--- src/rtl/ticket_change_dispenser.sv ---
// Coin/ticket dispenser: takes one order, then pays the change greedily (largest coin first) and prints tickets over valid/ack handshakes.
// Define TICKET_FIRST_EN to issue the tickets before the coins.
module ticket_change_dispenser #(
    parameter int unsigned COIN_A      = 50,
    parameter int unsigned COIN_B      = 10,
    parameter int unsigned COIN_C      = 5,
    parameter int unsigned COIN_D      = 1,
    parameter int unsigned MAX_TICKETS = 16
) (
    input  logic        clk,
    input  logic        reset,
    input  logic        req_valid,
    output logic        req_ready,
    input  logic [31:0] change_amt,
    input  logic [31:0] ticket_cnt,
    output logic        coin_valid,
    output logic [5:0]  coin_value,
    input  logic        coin_ack,
    output logic        ticket_valid,
    input  logic        ticket_ack,
    output logic        busy,
    output logic        done,
    output logic        err,
    output logic [15:0] coins_issued
);

    typedef enum logic [1:0] {S_IDLE, S_COIN, S_TICKET, S_DONE} state_t;

    state_t      state_q, tgt_state_d;
    logic [31:0] rem_change_q, rem_tickets_q;
    logic [31:0] tgt_change_d, tgt_tickets_d;
    logic        req_ready_q, coin_valid_q, ticket_valid_q, busy_q, done_q, err_q;
    logic [5:0]  coin_value_q;
    logic [15:0] coins_issued_q;
    logic        accept_ok_d, step_d;

    function automatic logic [5:0] pick_coin(input logic [31:0] amt);
        if (amt >= COIN_A)      return 6'(COIN_A);
        else if (amt >= COIN_B) return 6'(COIN_B);
        else if (amt >= COIN_C) return 6'(COIN_C);
        else                    return 6'(COIN_D);
    endfunction

    // One routing rule serves accept, coin exhaustion and ticket exhaustion alike.
    function automatic state_t route(input logic [31:0] chg, input logic [31:0] tkt);
`ifdef TICKET_FIRST_EN
        if (tkt != 32'd0)      return S_TICKET;
        else if (chg != 32'd0) return S_COIN;
        else                   return S_DONE;
`else
        if (chg != 32'd0)      return S_COIN;
        else if (tkt != 32'd0) return S_TICKET;
        else                   return S_DONE;
`endif
    endfunction

    always_comb begin
        tgt_change_d  = change_amt;
        tgt_tickets_d = ticket_cnt;
        case (state_q)
            S_COIN:   tgt_change_d = rem_change_q - {26'd0, coin_value_q};
            S_TICKET: tgt_change_d = rem_change_q;
            default:  tgt_change_d = change_amt;
        endcase
        case (state_q)
            S_COIN:   tgt_tickets_d = rem_tickets_q;
            S_TICKET: tgt_tickets_d = rem_tickets_q - 32'd1;
            default:  tgt_tickets_d = ticket_cnt;
        endcase
        tgt_state_d = route(tgt_change_d, tgt_tickets_d);
        accept_ok_d = (state_q == S_IDLE) && req_valid && req_ready_q && (ticket_cnt <= MAX_TICKETS);
        step_d      = accept_ok_d
                    || ((state_q == S_COIN) && coin_ack)
                    || ((state_q == S_TICKET) && ticket_ack);
    end

    always_ff @(posedge clk) begin
        if (reset) begin
            state_q        <= S_IDLE;
            rem_change_q   <= 32'd0;
            rem_tickets_q  <= 32'd0;
            req_ready_q    <= 1'b0;
            coin_valid_q   <= 1'b0;
            coin_value_q   <= 6'd0;
            ticket_valid_q <= 1'b0;
            busy_q         <= 1'b0;
            done_q         <= 1'b0;
            err_q          <= 1'b0;
            coins_issued_q <= 16'd0;
        end else begin
            done_q <= 1'b0;
            err_q  <= 1'b0;
            if (step_d) begin
                state_q        <= tgt_state_d;
                rem_change_q   <= tgt_change_d;
                rem_tickets_q  <= tgt_tickets_d;
                req_ready_q    <= 1'b0;
                coin_valid_q   <= (tgt_state_d == S_COIN);
                coin_value_q   <= (tgt_state_d == S_COIN) ? pick_coin(tgt_change_d) : 6'd0;
                ticket_valid_q <= (tgt_state_d == S_TICKET);
                busy_q         <= (tgt_state_d == S_COIN) || (tgt_state_d == S_TICKET);
                done_q         <= (tgt_state_d == S_DONE);
                if (state_q == S_IDLE)
                    coins_issued_q <= 16'd0;
                else if ((state_q == S_COIN) && (coins_issued_q != 16'hFFFF))
                    coins_issued_q <= coins_issued_q + 16'd1;
            end else begin
                case (state_q)
                    S_IDLE: begin
                        req_ready_q <= 1'b1;
                        // Oversized ticket count: reject without touching the last order's state.
                        if (req_valid && req_ready_q && (ticket_cnt > MAX_TICKETS))
                            err_q <= 1'b1;
                    end
                    S_DONE: begin
                        state_q     <= S_IDLE;
                        req_ready_q <= 1'b1;
                    end
                    default: ;
                endcase
            end
        end
    end

    assign req_ready    = req_ready_q;
    assign coin_valid   = coin_valid_q;
    assign coin_value   = coin_value_q;
    assign ticket_valid = ticket_valid_q;
    assign busy         = busy_q;
    assign done         = done_q;
    assign err          = err_q;
    assign coins_issued = coins_issued_q;

endmodule

--- config.mk ---
export PLATFORM = sky130hd
export DESIGN_NAME = ticket_change_dispenser
export DESIGN_NICKNAME = d
export VERILOG_FILES = /design/src/rtl/ticket_change_dispenser.sv
export SDC_FILE = /design/constraint.sdc
export NUM_CORES = 1
export LEC_CHECK = 0
export ABC_AREA = 1
export CAP_MARGIN = 10
export CORE_ASPECT_RATIO = 0.9
export CORE_MARGIN = 2
export CORE_UTILIZATION = 51
export CTS_BUF_LIST = sky130_fd_sc_hd__clkbuf_4 sky130_fd_sc_hd__clkbuf_8 sky130_fd_sc_hd__clkbuf_16
export DETAILED_ROUTE_END_ITERATION = 10
export GPL_TIMING_DRIVEN = 0
export PLACE_DENSITY = 0.78
export SLEW_MARGIN = 20
export SYNTH_ARGS = -nofsm -noshare
export SYNTH_HDL_FRONTEND = slang
export SYNTH_SLANG_ARGS = --single-unit
--- constraint.sdc ---
create_clock -name clk -period 2.4 [get_ports clk]
set_clock_uncertainty 0.1 [all_clocks]
set_input_delay 0.72 -clock clk [delete_from_list [all_inputs] [get_ports clk]]
set_output_delay 0.72 -clock clk [all_outputs]
set_load 0.05 [all_outputs]
==> run_results.csv, run 1 <==
group,metric,value,unit
final_layout,instances_no_fill,1582,
synthesis,synth-seq-cells,93,
timing,grt_setup_unrepaired,"yes",
synthesis,dominantRegCellSynth,"dfxtp_1",
place,dpl.cell_count,1525,
drt,drc,0,
clock_network,clk_latency,0.37,ns
min_path,whs_path_depth,2,
drt,drt_iter0_drc,1256,
timing,period_share,1.20,
drt,dr.pass1.iters,6,
drt,vias_per_cell,5.78,
synthesis,netlist.area_leader.share,0.258,
floorplan,core-area,0.0139,sq mm
worst_setup_path,crit_path_top_delay_cell,"dfxtp_4",
worst_setup_path,r2r_cells,20,
worst_setup_path,endpoint_kind,"flip-flop",
worst_setup_path,r2r_start,"coin_value[4]",
place,dpl.hpwl,19200,microns
synthesis,synth_top_area_cell,"dfxtp_1",
synthesis,synth.area.top_cells,"dfxtp_1, nand2_1, nor2_1",
clock_network,cts_made_buffers,9,
clock_network,path_clk_slew,0.08,ns
clock_network,clockRootBuffer,"clkbuf_16",
timing,min_period,2.88,ns
final_layout,layout_commonest_cell,"nand2_1",
final_layout,syn_to_final_growth,35.7,%
floorplan,rows,41,
timing,tightest_slew,0.699,ns
power_and_ir_drop,finalPower,3400,uW
timing,worst_slack,-0.477,ns
floorplan,start_util,0.518,
final_layout,diodes,0,
global_routing,grtUsageTotal,0.349,
final_layout,final_core_utilization,0.704,
timing,drv_slew,0,
synthesis,synth_cell_types,45,
worst_setup_path,reg2reg_to,"state_q[0]",
final_layout,nets,1466,
power_and_ir_drop,p_per_area,348,mW/mm^2
final_layout,fill_cells,1230,
global_routing,grt_max_degree,18,
global_routing,gr-total-overflow,0,
worst_setup_path,critPathMaxFanout,5,
global_routing,antenna_found_initial,0,
min_path,hold_path.class,"reg -> reg",
global_routing,grt_pass1_wl,40600,microns
floorplan,die_width,129,microns
drt,vias,9141,
synthesis,synth_area,0.00721,sq mm
floorplan,fp.dieH,117,microns
timing,fmax,348,MHz
clock_network,clk_path_buf_depth,2,
worst_setup_path,cp_cell_sequence,"clkinvlp_4 > ha_4 > nand2_4 > inv_4 > nand2_1 > nand3_4 > inv_4 > nand2_1 > nand3_1 > nand2_1 > o21ai_1 > nand2_2 > nor3_1 > nand3_1 > inv_1 > nand2_2 > inv_2 > nand2_1 > nand2_1 > nand2_1",
synthesis,synth_nets,1318,
worst_setup_path,setup.worst_path.class,"reg -> reg",
power_and_ir_drop,vdd_drop_max,0.344,mV
min_path,min_to,"coin_value[2]",
worst_setup_path,cp-start-kind,"flip-flop",
worst_setup_path,rrSetupSlack,-0.48,ns
global_routing,grt_pass1_vias,7833,
worst_setup_path,cp_data_arrival_time,3.04,ns
clock_network,cts_tree,"done",
synthesis,yosysSeqAreaShare,0.258,
synthesis,syn_area_per_cell,5.83,sq um
final_layout,layout_common_cells,"nand2_1, nor2_1, inv_1",
synthesis,yosysWarnings,0,
drt,ant_nets,0,
synthesis,synth_edf_count,0,
synthesis,synthCells,1236,
drt,finalWirelength,27800,microns
worst_setup_path,worst_ep_required_time,2.56,ns
timing,slew_headroom,0.534,
worst_setup_path,worst_path_largest_cell_delay,0.36,ns
place,io_buffers,96,
outcome,violations,"setup timing",
floorplan,die_area,0.0151,sq mm
clock_network,h-tree-depth,3,
timing,finalHoldViolations,0,
floorplan,ioPinCount,97,
job,cap_violations,0,
min_path,min_from,"coin_value[2]",
timing,finalSetupViolCount,34,
place,place_congestion,0.982,
final_layout,layout-drive-gt1-share,0.221,
worst_setup_path,crit_top_cell,"nand2_1",
drt,wl_per_cell,17.6,microns
clock_network,cts_sinks,93,
outcome,outcome,"complete, but fails checks",
synthesis,async_flop_share,0,
power_and_ir_drop,power_leakage,0.00463,uW
-- where the power goes --
part	total (uW)	leakage (uW)	switching (uW)	internal, uW
Combinational	319	0.00372	172	147
Clock	1550	0.000152	744	803
Sequential	1540	0.000754	0.833	1540
Total	3400	0.00463	917	2490
-- flip-flops by register name, summed over array words and instances (netlist names), 2 cells and up --
signal,count
state_q,2
rem_change_q,32
coin_value,5
coins_issued,16
rem_tickets_q,32
-- cells by family (layout without fill, tap and decap cells) --
kind of cell,after synthesis,in the layout,synth area share
AO/OA/AOI/OAI,207,207,0.161
AND/OR/NAND/NOR,739,739,0.448
adder cells (fa/ha/maj),13,13,0.0236
multiplexers,1,1,0.00139
XOR/XNOR,7,7,0.00851
flip-flops,93,93,0.258
buffers and inverters,176,329,0.0988
-- synthesized netlist by cell type, types with 15 or more instances --
cell and count:
a21oi_1 62, clkbuf_1 26, dfxtp_1 93, inv_1 127
nand2_1 389, nand3_1 104, nand4_1 18, nor2_1 139
nor3_1 15, o21ai_0 81, o22ai_1 36, or2_2 24
-- routing by layer --
metal  vias to the layer above  GRT usage  wire length (microns)
li1                       4329          -                      -
met1                      4200      0.501                  12100
met2                       565      0.518                  12000
met3                        47     0.0805                   3090
met4                         0      0.114                    601
met5                         -          0                      0
-- what timing repair did --
item / CTS / global route
hold buffers: 0 / 0
buffers inserted: 15 / 21
cloned: 4 / 1
gates resized for setup: 168 / 200
setup endpoints to repair: 106 / 96
pin swaps: 31 / 63
-- critical path: cells and delay by family, from the launching register on --
family	cells	cell delay [ns]
AND/OR/NAND/NOR	13	1.32
buffers and inverters	5	0.52
adder cells (fa/ha/maj)	1	0.32
AO/OA/AOI/OAI	1	0.15
flip-flops	1	0.36
-- final cells by class --
cell class                 count  area (sq um)  area share
buffer                        43           398      0.0407
clock buffer                  11           258      0.0264
clock inverter                 5          46.3     0.00473
inverter                     133           524      0.0536
multi-input combinational    967          5160       0.528
sequential                    93          1880       0.192
tap                          193           241      0.0247
timing repair buffer         136          1260       0.129
timing repair inverter         1          6.26    0.000640
-- through the flow --
step	setup WS (ns)	hold WS (ns)	area, sq um	setup TNS (ns)
5_1_grt	-0.609	0.410	9780	-9.95
3_5_place_dp	-1.33	0.357	8460	-105.56
4_1_cts	-0.330	0.380	9230	-3.89
2_1_floorplan	0.0137	0.354	7250	0
6_report	-0.477	0.394	9780	-5.20
3_3_place_gp	-1.31	0.346	8460	-106.15
-- how the worst max path moves through the flow --
stage	startpoint	end	slack, ns	cells after the start
global placement	ticket_cnt[13]	rem_change_q[1]	-1.31	10
global route	coin_value[0]	state_q[0]	-0.61	17
CTS	coin_value[4]	state_q[0]	-0.33	20
floorplan	coin_value[1]	state_q[0]	0.01	19
finish	coin_value[4]	state_q[0]	-0.48	20
detailed placement	ticket_cnt[13]	rem_tickets_q[29]	-1.33	10
No activity file was read; power rests on OpenSTA's default activity.
==> inputs of run 2 (changes only) <==
- CORE_ASPECT_RATIO: 0.9 -> default
==> run 2 against run 1 <==
Compared with the run above:
- the flow still finishes with violations (setup timing)
- design area up 0.78%
- wire length is 2.2% lower
- hold slack worse by 0.037 ns
- critical path type unchanged
- critical path depth down 1
- largest cell class unchanged
- first-iteration DRC count decreased by 21%
- combinational power grew 2%
- register-to-register slack improved by 0.02 ns
- highest routed layer unchanged
- clock-buffer cell count down 1
- worst setup slack improved by 0.022 ns
- die area is essentially flat
==> run_results.csv, run 2 (same netlist as run 1, synthesis figures left out) <==
group,metric,value,unit
timing,grt_setup_unrepaired,"yes",
power_and_ir_drop,p_seq_frac,0.471,
final_layout,nets,1473,
global_routing,grt_max_degree,16,
floorplan,core-area,0.0138,sq mm
worst_setup_path,critPathBufInv,2,
worst_setup_path,cp-start-kind,"flip-flop",
outcome,outcome,"complete, but fails checks",
worst_setup_path,crit_top_cell,"nand2_1",
power_and_ir_drop,vdd_drop_max,0.345,mV
clock_network,clk_path_buf_depth,2,
worst_setup_path,worst_path_largest_cell_delay,0.37,ns
floorplan,rows,43,
drt,dr.pass1.iters,6,
drt,wl_per_cell,17.3,microns
power_and_ir_drop,p_int,2410,uW
final_layout,layout-drive-gt1-share,0.211,
drt,vias,9080,
job,cap_violations,0,
global_routing,gr-total-overflow,0,
place,io_buffers,96,
power_and_ir_drop,p_per_area,332,mW/mm^2
floorplan,die_width,123,microns
drt,vias_per_cell,5.77,
floorplan,die_area,0.0151,sq mm
floorplan,start_util,0.521,
worst_setup_path,cp_data_arrival_time,3.01,ns
clock_network,cts_sinks,93,
clock_network,clockRootBuffer,"clkbuf_16",
timing,finalSetupViolCount,18,
timing,tightest_slew,0.846,ns
global_routing,antenna_found_initial,0,
timing,fmax,350,MHz
clock_network,h-tree-depth,3,
global_routing,grt_pass1_wl,40600,microns
final_layout,layout_commonest_cell,"nand2_1",
clock_network,path_clk_slew,0.08,ns
worst_setup_path,crit_path_top_delay_cell,"dfxtp_4",
final_layout,fill_cells,1162,
clock_network,cts_made_buffers,9,
power_and_ir_drop,combPwrFrac,0.099,
clock_network,cts_tree,"done",
clock_network,clk_latency,0.37,ns
power_and_ir_drop,p_sw_frac,0.263,
place,place_congestion,0.987,
drt,drc,0,
worst_setup_path,setup.worst_path.class,"reg -> reg",
power_and_ir_drop,power_leakage,0.00460,uW
place,dpl.hpwl,18800,microns
final_layout,diodes,0,
floorplan,ioPinCount,97,
timing,period_share,1.19,
worst_setup_path,critPathMaxFanout,4,
worst_setup_path,endpoint_kind,"flip-flop",
timing,min_period,2.85,ns
power_and_ir_drop,clkPwrFrac,0.430,
global_routing,grtUsageTotal,0.349,
outcome,violations,"setup timing",
final_layout,layout_common_cells,"nand2_1, nor2_1, inv_1",
power_and_ir_drop,finalPower,3270,uW
final_layout,syn_to_final_growth,36.8,%
global_routing,grt_pass1_vias,8080,
timing,slew_headroom,0.436,
timing,drv_slew,0,
drt,drt_iter0_drc,996,
timing,worst_slack,-0.455,ns
min_path,hold_path.class,"reg -> reg",
drt,ant_nets,0,
timing,timing.hold.ws,0.358,ns
worst_setup_path,critical-path-top-delay-family,"simple AND/OR/NAND/NOR gates",
timing,finalHoldViolations,0,
floorplan,fp.dieH,123,microns
worst_setup_path,worst_ep_required_time,2.55,ns
worst_setup_path,cp_cell_sequence,"clkinvlp_4 > ha_4 > nand2_2 > nand2_4 > a21oi_1 > nand2_2 > nor2_1 > nand2_1 > nand3_1 > nand2_1 > nand2_1 > nand2_1 > nor2_2 > nand2_1 > nor2_4 > buf_4 > nand2_1 > nand3_1 > o21ai_1",
power_and_ir_drop,switchingPower,861,uW
drt,finalWirelength,27200,microns
## run 2: cell count changes in the layout (fill, tap and decap cells not counted), sizes merged
cell	before	now
clkbuf	62	50
buf	54	65
inv	137	131
clkdlybuf4s50	45	50
clkinv	0	4
dlygate4sd2	14	17
clkdlybuf4s15	9	10
clkinvlp	2	3
dlymetal6s2s	6	5
## run 2: layer usage
layer	routed length, microns	part of all wire	global-route usage
met2	12800	0.47	0.583
met3	2450	0.090	0.0558
met5	0	0	0
met4	1210	0.044	0.171
met1	10800	0.40	0.436
## run 2: worst min-delay path, stage by stage, from the launching register on
cell and delay (ns):
dfxtp_1 0.31, nand2_1 0.06, nand2_1 0.05
## run 2: what timing repair did
action / in CTS / in global routing
buffers inserted: 34 / 10
hold buffers: 0 / 0
pin swaps: 46 / 37
setup endpoints to repair: 102 / 95
gates cloned: 6 / 0
gates resized for setup: 184 / 146
## run 2: final timing paths
kind,from,end,slack (ns),cells past startpoint
setup / recovery,coin_value[4],coin_value[4],-0.45,19
setup reg to reg,coin_value[4],coin_value[4],-0.45,19
hold reg to reg,coin_valid,coin_valid,0.36,2
hold / removal,coin_valid,coin_valid,0.36,2
## run 2: power by group through the flow
| stage | logic [uW] | registers, uW | clock network (uW) |
|---|---|---|---|
| after floorplan | 113 | 1580 | 0 |
| after global placement | 282 | 1580 | 0 |
| after detailed placement | 283 | 1580 | 0 |
| final | 324 | 1540 | 1400 |
| after global routing | 343 | 1540 | 1460 |
| after CTS | 294 | 1540 | 1400 |
## run 2: per-stage QoR
step           setup TNS, ns  std cells  cell area, sq um  worst slack, ns  utilization
2_1_floorplan              0       1236              7250           0.0137            -
3_3_place_gp          -92.75       1512              8440            -1.19        0.610
3_5_place_dp          -94.08       1512              8440            -1.20        0.610
4_1_cts                -2.97       1567              9440           -0.317        0.683
5_1_grt                -8.03       1575              9860           -0.625        0.713
6_report               -4.37       1575              9860           -0.455        0.713
## run 2: cell type report
type / count / area (sq um) / share of cell area
Timing Repair Buffer: 144 / 1360 / 0.138
Clock buffer: 10 / 233 / 0.0236
Inverter: 133 / 527 / 0.0534
Clock inverter: 5 / 38.8 / 0.00394
Tap cell: 180 / 225 / 0.0228
Buffer: 43 / 399 / 0.0405
Sequential cell: 93 / 1880 / 0.191
Multi-Input combinational cell: 967 / 5190 / 0.527
